File: src/rtl/lfsr_capture_display.sv
// rtl/lfsr_capture_display.sv - captures the LFSR byte on a debounced button press and shows it as two hex digits
module lfsr_capture_display #(
  parameter int DEB_CYCLES = 4,
  parameter int DEB_W      = 20
) (
  input  logic       clk,
  input  logic       rst,
  input  logic [7:0] din,
  input  logic       btn,
  output logic [7:0] held,
  output logic       valid,
  output logic       cap_pulse,
  output logic [3:0] cap_count,
  output logic [6:0] hex0,
  output logic [6:0] hex1
);

  typedef enum logic [1:0] {IDLE, DEB_PRESS, HELD, DEB_REL} state_t;

  localparam logic [DEB_W-1:0] CNT_LAST = DEB_W'(DEB_CYCLES - 1);
  localparam logic [DEB_W-1:0] CNT_ONE  = DEB_W'(1);
  localparam logic [6:0]       BLANK    = 7'h7F;

  function automatic logic [6:0] seg(input logic [3:0] n);
    case (n)
      4'h0: seg = 7'h40;  4'h1: seg = 7'h79;  4'h2: seg = 7'h24;  4'h3: seg = 7'h30;
      4'h4: seg = 7'h19;  4'h5: seg = 7'h12;  4'h6: seg = 7'h02;  4'h7: seg = 7'h78;
      4'h8: seg = 7'h00;  4'h9: seg = 7'h10;  4'hA: seg = 7'h08;  4'hB: seg = 7'h03;
      4'hC: seg = 7'h46;  4'hD: seg = 7'h21;  4'hE: seg = 7'h06;  default: seg = 7'h0E;
    endcase
  endfunction

  logic             s1_q, btn_s_q;
  state_t           state_q, state_d;
  logic [DEB_W-1:0] cnt_q, cnt_d;
  logic [7:0]       held_q, held_d;
  logic             valid_q, valid_d;
  logic             cap_pulse_q, cap_pulse_d;
  logic [3:0]       cap_count_q, cap_count_d;
  logic [6:0]       hex0_q, hex0_d, hex1_q, hex1_d;
  logic             capture;

  always_ff @(posedge clk or posedge rst) begin
    if (rst) begin
      s1_q        <= 1'b0;
      btn_s_q     <= 1'b0;
      state_q     <= IDLE;
      cnt_q       <= '0;
      held_q      <= 8'h00;
      valid_q     <= 1'b0;
      cap_pulse_q <= 1'b0;
      cap_count_q <= 4'h0;
      hex0_q      <= BLANK;
      hex1_q      <= BLANK;
    end else begin
      s1_q        <= btn;
      btn_s_q     <= s1_q;
      state_q     <= state_d;
      cnt_q       <= cnt_d;
      held_q      <= held_d;
      valid_q     <= valid_d;
      cap_pulse_q <= cap_pulse_d;
      cap_count_q <= cap_count_d;
      hex0_q      <= hex0_d;
      hex1_q      <= hex1_d;
    end
  end

  // Counter restarts on every state change; entering a debounce state counts the first sample.
  always_comb begin
    state_d = state_q;
    cnt_d   = cnt_q;
    case (state_q)
      IDLE: begin
        if (btn_s_q) begin
          state_d = (DEB_CYCLES == 1) ? HELD : DEB_PRESS;
          cnt_d   = (DEB_CYCLES == 1) ? '0 : CNT_ONE;
        end
      end
      DEB_PRESS: begin
        if (!btn_s_q) begin
          state_d = IDLE;
          cnt_d   = '0;
        end else if (cnt_q == CNT_LAST) begin
          state_d = HELD;
          cnt_d   = '0;
        end else begin
          cnt_d = cnt_q + CNT_ONE;
        end
      end
      HELD: begin
        if (!btn_s_q) begin
          state_d = (DEB_CYCLES == 1) ? IDLE : DEB_REL;
          cnt_d   = (DEB_CYCLES == 1) ? '0 : CNT_ONE;
        end
      end
      DEB_REL: begin
        if (btn_s_q) begin
          state_d = HELD;
          cnt_d   = '0;
        end else if (cnt_q == CNT_LAST) begin
          state_d = IDLE;
          cnt_d   = '0;
        end else begin
          cnt_d = cnt_q + CNT_ONE;
        end
      end
      default: begin
        state_d = IDLE;
        cnt_d   = '0;
      end
    endcase
  end

  always_comb begin
    capture = 1'b0;
    if (state_q == IDLE && btn_s_q && DEB_CYCLES == 1)
      capture = 1'b1;
    if (state_q == DEB_PRESS && btn_s_q && cnt_q == CNT_LAST)
      capture = 1'b1;
  end

  // Display digits are registered alongside held so they never show a half-updated byte.
  always_comb begin
    held_d      = held_q;
    valid_d     = valid_q;
    cap_count_d = cap_count_q;
    hex0_d      = hex0_q;
    hex1_d      = hex1_q;
    cap_pulse_d = capture;
    if (capture) begin
      held_d      = din;
      valid_d     = 1'b1;
      cap_count_d = cap_count_q + 4'd1;
      hex0_d      = seg(din[3:0]);
      hex1_d      = seg(din[7:4]);
    end
  end

  assign held      = held_q;
  assign valid     = valid_q;
  assign cap_pulse = cap_pulse_q;
  assign cap_count = cap_count_q;
  assign hex0      = hex0_q;
  assign hex1      = hex1_q;

endmodule

File: config.mk
export PLATFORM = sky130hd
export DESIGN_NAME = lfsr_capture_display
export DESIGN_NICKNAME = d
export VERILOG_FILES = /design/src/rtl/lfsr_capture_display.sv
export SDC_FILE = /design/constraint.sdc
export NUM_CORES = 1
export LEC_CHECK = 0
export CAP_MARGIN = 40
export CORE_ASPECT_RATIO = 0.9
export CORE_MARGIN = 2
export CORE_UTILIZATION = 55
export DETAILED_ROUTE_END_ITERATION = 10
export PLACE_DENSITY_LB_ADDON = 0.1
export SYNTH_ARGS = -nofsm -noshare
export SYNTH_HDL_FRONTEND = slang
export SYNTH_SLANG_ARGS = --single-unit
File: constraint.sdc
create_clock -name clk -period 2.53 [get_ports clk]
set_input_delay 0.3795 -clock clk [delete_from_list [all_inputs] [get_ports clk]]
set_output_delay 0.3795 -clock clk [all_outputs]
set_load 0.05 [all_outputs]
======== After elaboration in Yosys (flattened, before gate mapping) ========
Memory sizes are Yosys's and may differ from the RTL's. A register that Yosys moved wholly into a read port is not among the register bits.
Cells that the tools add are included.
operators by class
  $add $sub $neg .......................... 2
  eq/ne operators ......................... 8
  mux-type cells .......................... 14
  reduce and logical (&&, ||, !) cells .... 5
operators with widths
  kind                                             number
  2-to-1 mux 20 bit                                5
  one-hot mux 20 bit (4 select lines)              1
  adder 20 x 1 -> 20 bit (second input constant)   1
  == test 20 x 2 -> 1 bit (second input constant)  1
  2-to-1 mux 2 bit                                 6
  one-hot mux 2 bit (4 select lines)               1
  inequality test 3 bit (second input constant)    2
  adder 4 x 1 -> 4 bit (second input constant)     1
  == test 2 bit (second input constant)            2
  inequality test 2 bit (second input constant)    2
  AND reduction 4 bit                              1
  == test 2 x 1 -> 1 bit (second input constant)   1
  logical AND 1 bit                                2
  zero test 2 bit                                  1
  AND reduction 2 bit                              1
  2-to-1 mux 1 bit                                 1
word-level totals
  flip-flop bits (word level) ............. 38
  ROM bits ................................ 224
  output and inout bits ................... 28
  memories ................................ 2
memory list
  memory           words  width  read ports  clocked after memory_dff  wr ports  line  RTL
  (no name shown)  16     7      1           1                         0         25    case (n)
  (no name shown)  16     7      1           1                         0         25

======== Logic depth before layout (Yosys ltp) ========
  depth after elaboration ................. 4
  depth in mapped cells ................... 7
  gate-level depth less buffers ........... 6

======== Worst setup path before layout ========
Ideal clock, no wire load.
  path type ............................... register -> register
  from .................................... register cnt_q[2]
  to ...................................... register held_q[7] (netlist: held[7])
  library setup time ...................... 0.128 ns
  arrival time ............................ 1.772 ns
  slack ................................... 0.631 ns
  cell stages (with the launch flop) ...... 7
  cell sequence ........................... dfrtp_1 -> buf_6 -> nor4_4 -> nand3_2 -> nor4_4 -> buf_6 -> mux2_1
between the ends
  cells in the longest elaborated chain, start to end .. 3
RTL lines
  item                     line  RTL
  from (decl)              35    logic [DEB_W-1:0] cnt_q, cnt_d;
  from (signal assigned)   59    cnt_q <= cnt_d;
  == test 20 x 2 -> 1 bit  119   if (state_q == DEB_PRESS && btn_s_q && cnt_q == CNT_LAST)
  logical AND 1 bit        119
  2-to-1 mux 1 bit         119
  to (signal assigned)     60    held_q <= held_d;
  to (decl)                36    logic [7:0] held_q, held_d;
Every way passes these cells.
A chain may end at the register's enable or synchronous reset.

======== Worst setup path after layout ========
  from .................................... register cnt_q[2]
  to ...................................... register cnt_q[19]
between the ends
  cells in the longest elaborated chain, start to end .. 4
  elaborated cells between the ends (all ways) .. 6
RTL lines
  item                                                               line     RTL
  adder 20 x 1 -> 20 bit or == test 20 x 2 -> 1 bit (tied branches)  -
  2-to-1 mux 20 bit (*)                                              84, 101
  2-to-1 mux 20 bit, on equally long branches                        98, 81
  one-hot mux 20 bit (4 select lines) (*)                            73       case (state_q)
Mark *: on every way between the ends. The rest lies on a longest branch, timed or not.

==> results.toml <==
[run_status]
status = "complete, no violations"

[worst_setup_path]
crit_path_max_fanout = 8
worst_ep_required_ns = 2.78
start_kind = "flop"
cp-end-kind = "flop"
cp_data_arrival_time_ns = 2.42
worstReg2RegStart = "cnt_q[2]"
source_of_the_critical_timing_path = "cnt_q[2]"
timing.setup.critical_path_class = "flop to flop"

[drt]
drt-pass1-iter-count = 4
route.detailed.wl_per_inst_microns = 15.1
totalWireLength_microns = 5960
num_vias = 2222
residual_drc = 0
detailedRoute.firstIterationViolations = 203
routed_via_density = 5.63
drt.antenna.violating_nets = 0

[synthesis]
syn-instance-count = 287
yosys.cell_types.count = 48
synth_enable_flop_cells = 0
synth.cell_area_sq_um = 2920
synth_nets = 313
synth_seq_cells = 52
netlist_top_cells_area = "sky130_fd_sc_hd__dfrtp_1 33%, sky130_fd_sc_hd__dfstp_2 13%, sky130_fd_sc_hd__ha_1 6.4%"
netlist.top_cell.by_area = "sky130_fd_sc_hd__dfrtp_1"
post-synth-top-area-fraction = 0.325
ys.flop_type = "sky130_fd_sc_hd__dfrtp_1"
mean_area_per_synthesized_cell_sq_um = 10.2
synth_sequential_area_ratio = 0.451
synth-warning-count = 0
synth-async-reset-ratio = 1.00

[sta]
unrepaired_setup_endpoints_after_global_routing = "false"
finalCriticalPeriod_ns = 2.17
final_min_period_over_clock_period = 0.859
worst_relative_slew_slack = 0.601
setup_ws_ns = 0.356
report.final.setup_viol = 0
hold_violations = 0
drv_slew = 0
transition_at_the_pin_with_the_smallest_max_transition_slack_ns = 0.598
final_skew_ns = 0.00622
peak_clock_frequency_supported_by_timing_mhz = 460
tns_ns = 0

[worst_hold_path]
hold_path_class = "flop to flop"
min-delay-start = "s1_q"

[clock_tree]
post_cts_hold_buffer_count = 0
cts.sink_count = 52
clock_path_buffers = 2
root_buffer = "sky130_fd_sc_hd__clkbuf_8"
cts_made_buffers = 5
cts-htree-levels = 2
tritoncts = "yes"
worst_skew_pair.late_latency_ns = 0.31
post_cts_resized = 0
post_cts_clock_slew_at_the_launch_and_capture_registers_of_the_worst_setup_and_hold_paths_ns = 0.09
cts_setup_buffers = 0

[power]
total_leakage_power_uw = 0.00152
cell_pwr_density_nw_per_um2 = 997
ir_drop_mv = 0.706

[floorplanning]
dieHeight_microns = 73.1
placement_rows = 25
floorplan.die.width_microns = 80.8
floorplan.io_pins = 39
initial_utilization = 0.563
floorplan.core_area_sq_um = 5190
dieArea_sq_um = 5910

[final_layout]
multi_input_comb_area_sq_um = 1470
layout-area-overhead-vs-synth_pct = 19.1
num-nets-final = 353
final_cell_mix = "38 x sky130_fd_sc_hd__dfrtp_1, 38 x sky130_fd_sc_hd__clkdlybuf4s50_1, 29 x sky130_fd_sc_hd__nor2_1, 23 x sky130_fd_sc_hd__a21oi_1, 19 x sky130_fd_sc_hd__nand2_1"
drive_gt1_frac = 0.152
diode_count = 0
sequential_cell_area_in_the_final_layout_sq_um = 1320
utilization = 0.670
stdcell_count = 395
n_fill_cell = 424

[placed_design]
pre_cts_slack_ns = 0.261
hpwlAfterDp_microns = 4230
finalWeightedCongestion = 0.846
place.port_buffers = 38
post-place-cells = 387

[global_route]
grt_start_max_net_pins = 41
via_count_of_the_first_global_routing_pass = 2120
grt_use_total = 0.216
globalRoute.totalOverflow = 0
grt_antenna_before_repair = 0
wire_length_of_the_first_global_routing_pass_microns = 9770

[run]
maxCapViolCount = 0
cell type report:
type,count,share of cell area
clock buffers,8,0.0288
inverters,12,0.0129
multi-input cells,209,0.423
flip-flops and latches,52,0.379
well taps,67,0.0241
repair buffers,47,0.132
final timing paths:
check	end	slack, ns	cells after the start
max reg2reg	cnt_q[19]	0.36	5
min reg2reg	btn_s_q	0.36	0
max in group asynchronous	cnt_q[6]	1.43	3
max	cnt_q[19]	0.36	5
min	btn_s_q	0.36	0
min in group asynchronous	cnt_q[4]	0.45	2
metal layers:
metal  up-vias  GRT usage  part of all wire  wire length (microns)
met4         0     0.0772             0.012                     72
met3         5     0.0532             0.048                    286
met5         -          0                 0                      0
met1      1053      0.297              0.50                   2980
met2        54      0.332              0.44                   2610
li1       1110          -                 -                      -
logic make-up (layout without fill, tap and decap cells):
kind of cell,count (synthesis),count (layout),synth area share
flops,52,52,0.451
buf+inv,26,67,0.0450
xor+xnor,6,6,0.0206
simple gates,109,109,0.207
mux,23,23,0.0938
compound gates,56,56,0.118
fa+ha+maj,15,15,0.0642
through the flow:
step	hold WS [ns]	area [sq um]	total power, uW
2_1_floorplan	0.331	2920	2430
6_report	0.355	3480	3470
4_1_cts	0.359	3480	3500
5_1_grt	0.373	3480	3660
3_5_place_dp	0.337	3380	2980
3_3_place_gp	0.333	3380	2940
synth_stat cells, types with 2 or more instances:
master	count
sky130_fd_sc_hd__nand4_1	5
sky130_fd_sc_hd__clkbuf_1	6
sky130_fd_sc_hd__a21bo_2	2
sky130_fd_sc_hd__mux2i_1	6
sky130_fd_sc_hd__dfstp_2	14
sky130_fd_sc_hd__nor3_1	6
sky130_fd_sc_hd__xor2_1	2
sky130_fd_sc_hd__dfrtp_1	38
sky130_fd_sc_hd__and3_1	2
sky130_fd_sc_hd__nor4_4	2
sky130_fd_sc_hd__ha_1	15
sky130_fd_sc_hd__o21ai_0	13
sky130_fd_sc_hd__nand3_1	16
sky130_fd_sc_hd__a21o_1	4
sky130_fd_sc_hd__buf_4	2
sky130_fd_sc_hd__buf_2	3
sky130_fd_sc_hd__a32oi_1	2
sky130_fd_sc_hd__or2_2	2
sky130_fd_sc_hd__a21oi_1	23
sky130_fd_sc_hd__mux2_2	5
sky130_fd_sc_hd__buf_6	3
sky130_fd_sc_hd__xnor2_1	3
sky130_fd_sc_hd__mux4_2	2
sky130_fd_sc_hd__nor2b_1	2
sky130_fd_sc_hd__nor4_1	5
sky130_fd_sc_hd__mux2_1	10
sky130_fd_sc_hd__a22o_1	3
sky130_fd_sc_hd__nand3b_1	5
sky130_fd_sc_hd__nor2_1	29
sky130_fd_sc_hd__inv_1	12
sky130_fd_sc_hd__a31oi_1	2
sky130_fd_sc_hd__or3_1	9
sky130_fd_sc_hd__nand2_1	19
state kept, by name, indices dropped and copies added, names as in the netlist, 4 cells and up, named ones only:
signal	count
cnt_q	20
cap_count	4
hex0	7
hex1	7
held	8
worst max-delay path, stage by stage (launching register included):
cell	delay [ns]
sky130_fd_sc_hd__dfrtp_1	0.55
sky130_fd_sc_hd__nand3_1	0.34
sky130_fd_sc_hd__nor4b_1	0.63
sky130_fd_sc_hd__nand3_1	0.17
sky130_fd_sc_hd__or3_1	0.33
sky130_fd_sc_hd__nand3_1	0.09
report_power, final:
part           switching [uW]  leakage [uW]  internal, uW
sequential                155      0.000655          1110
combinational            1100      0.000816           584
clock                     271     0.0000515           250
No activity file was read; power rests on OpenSTA's default activity.
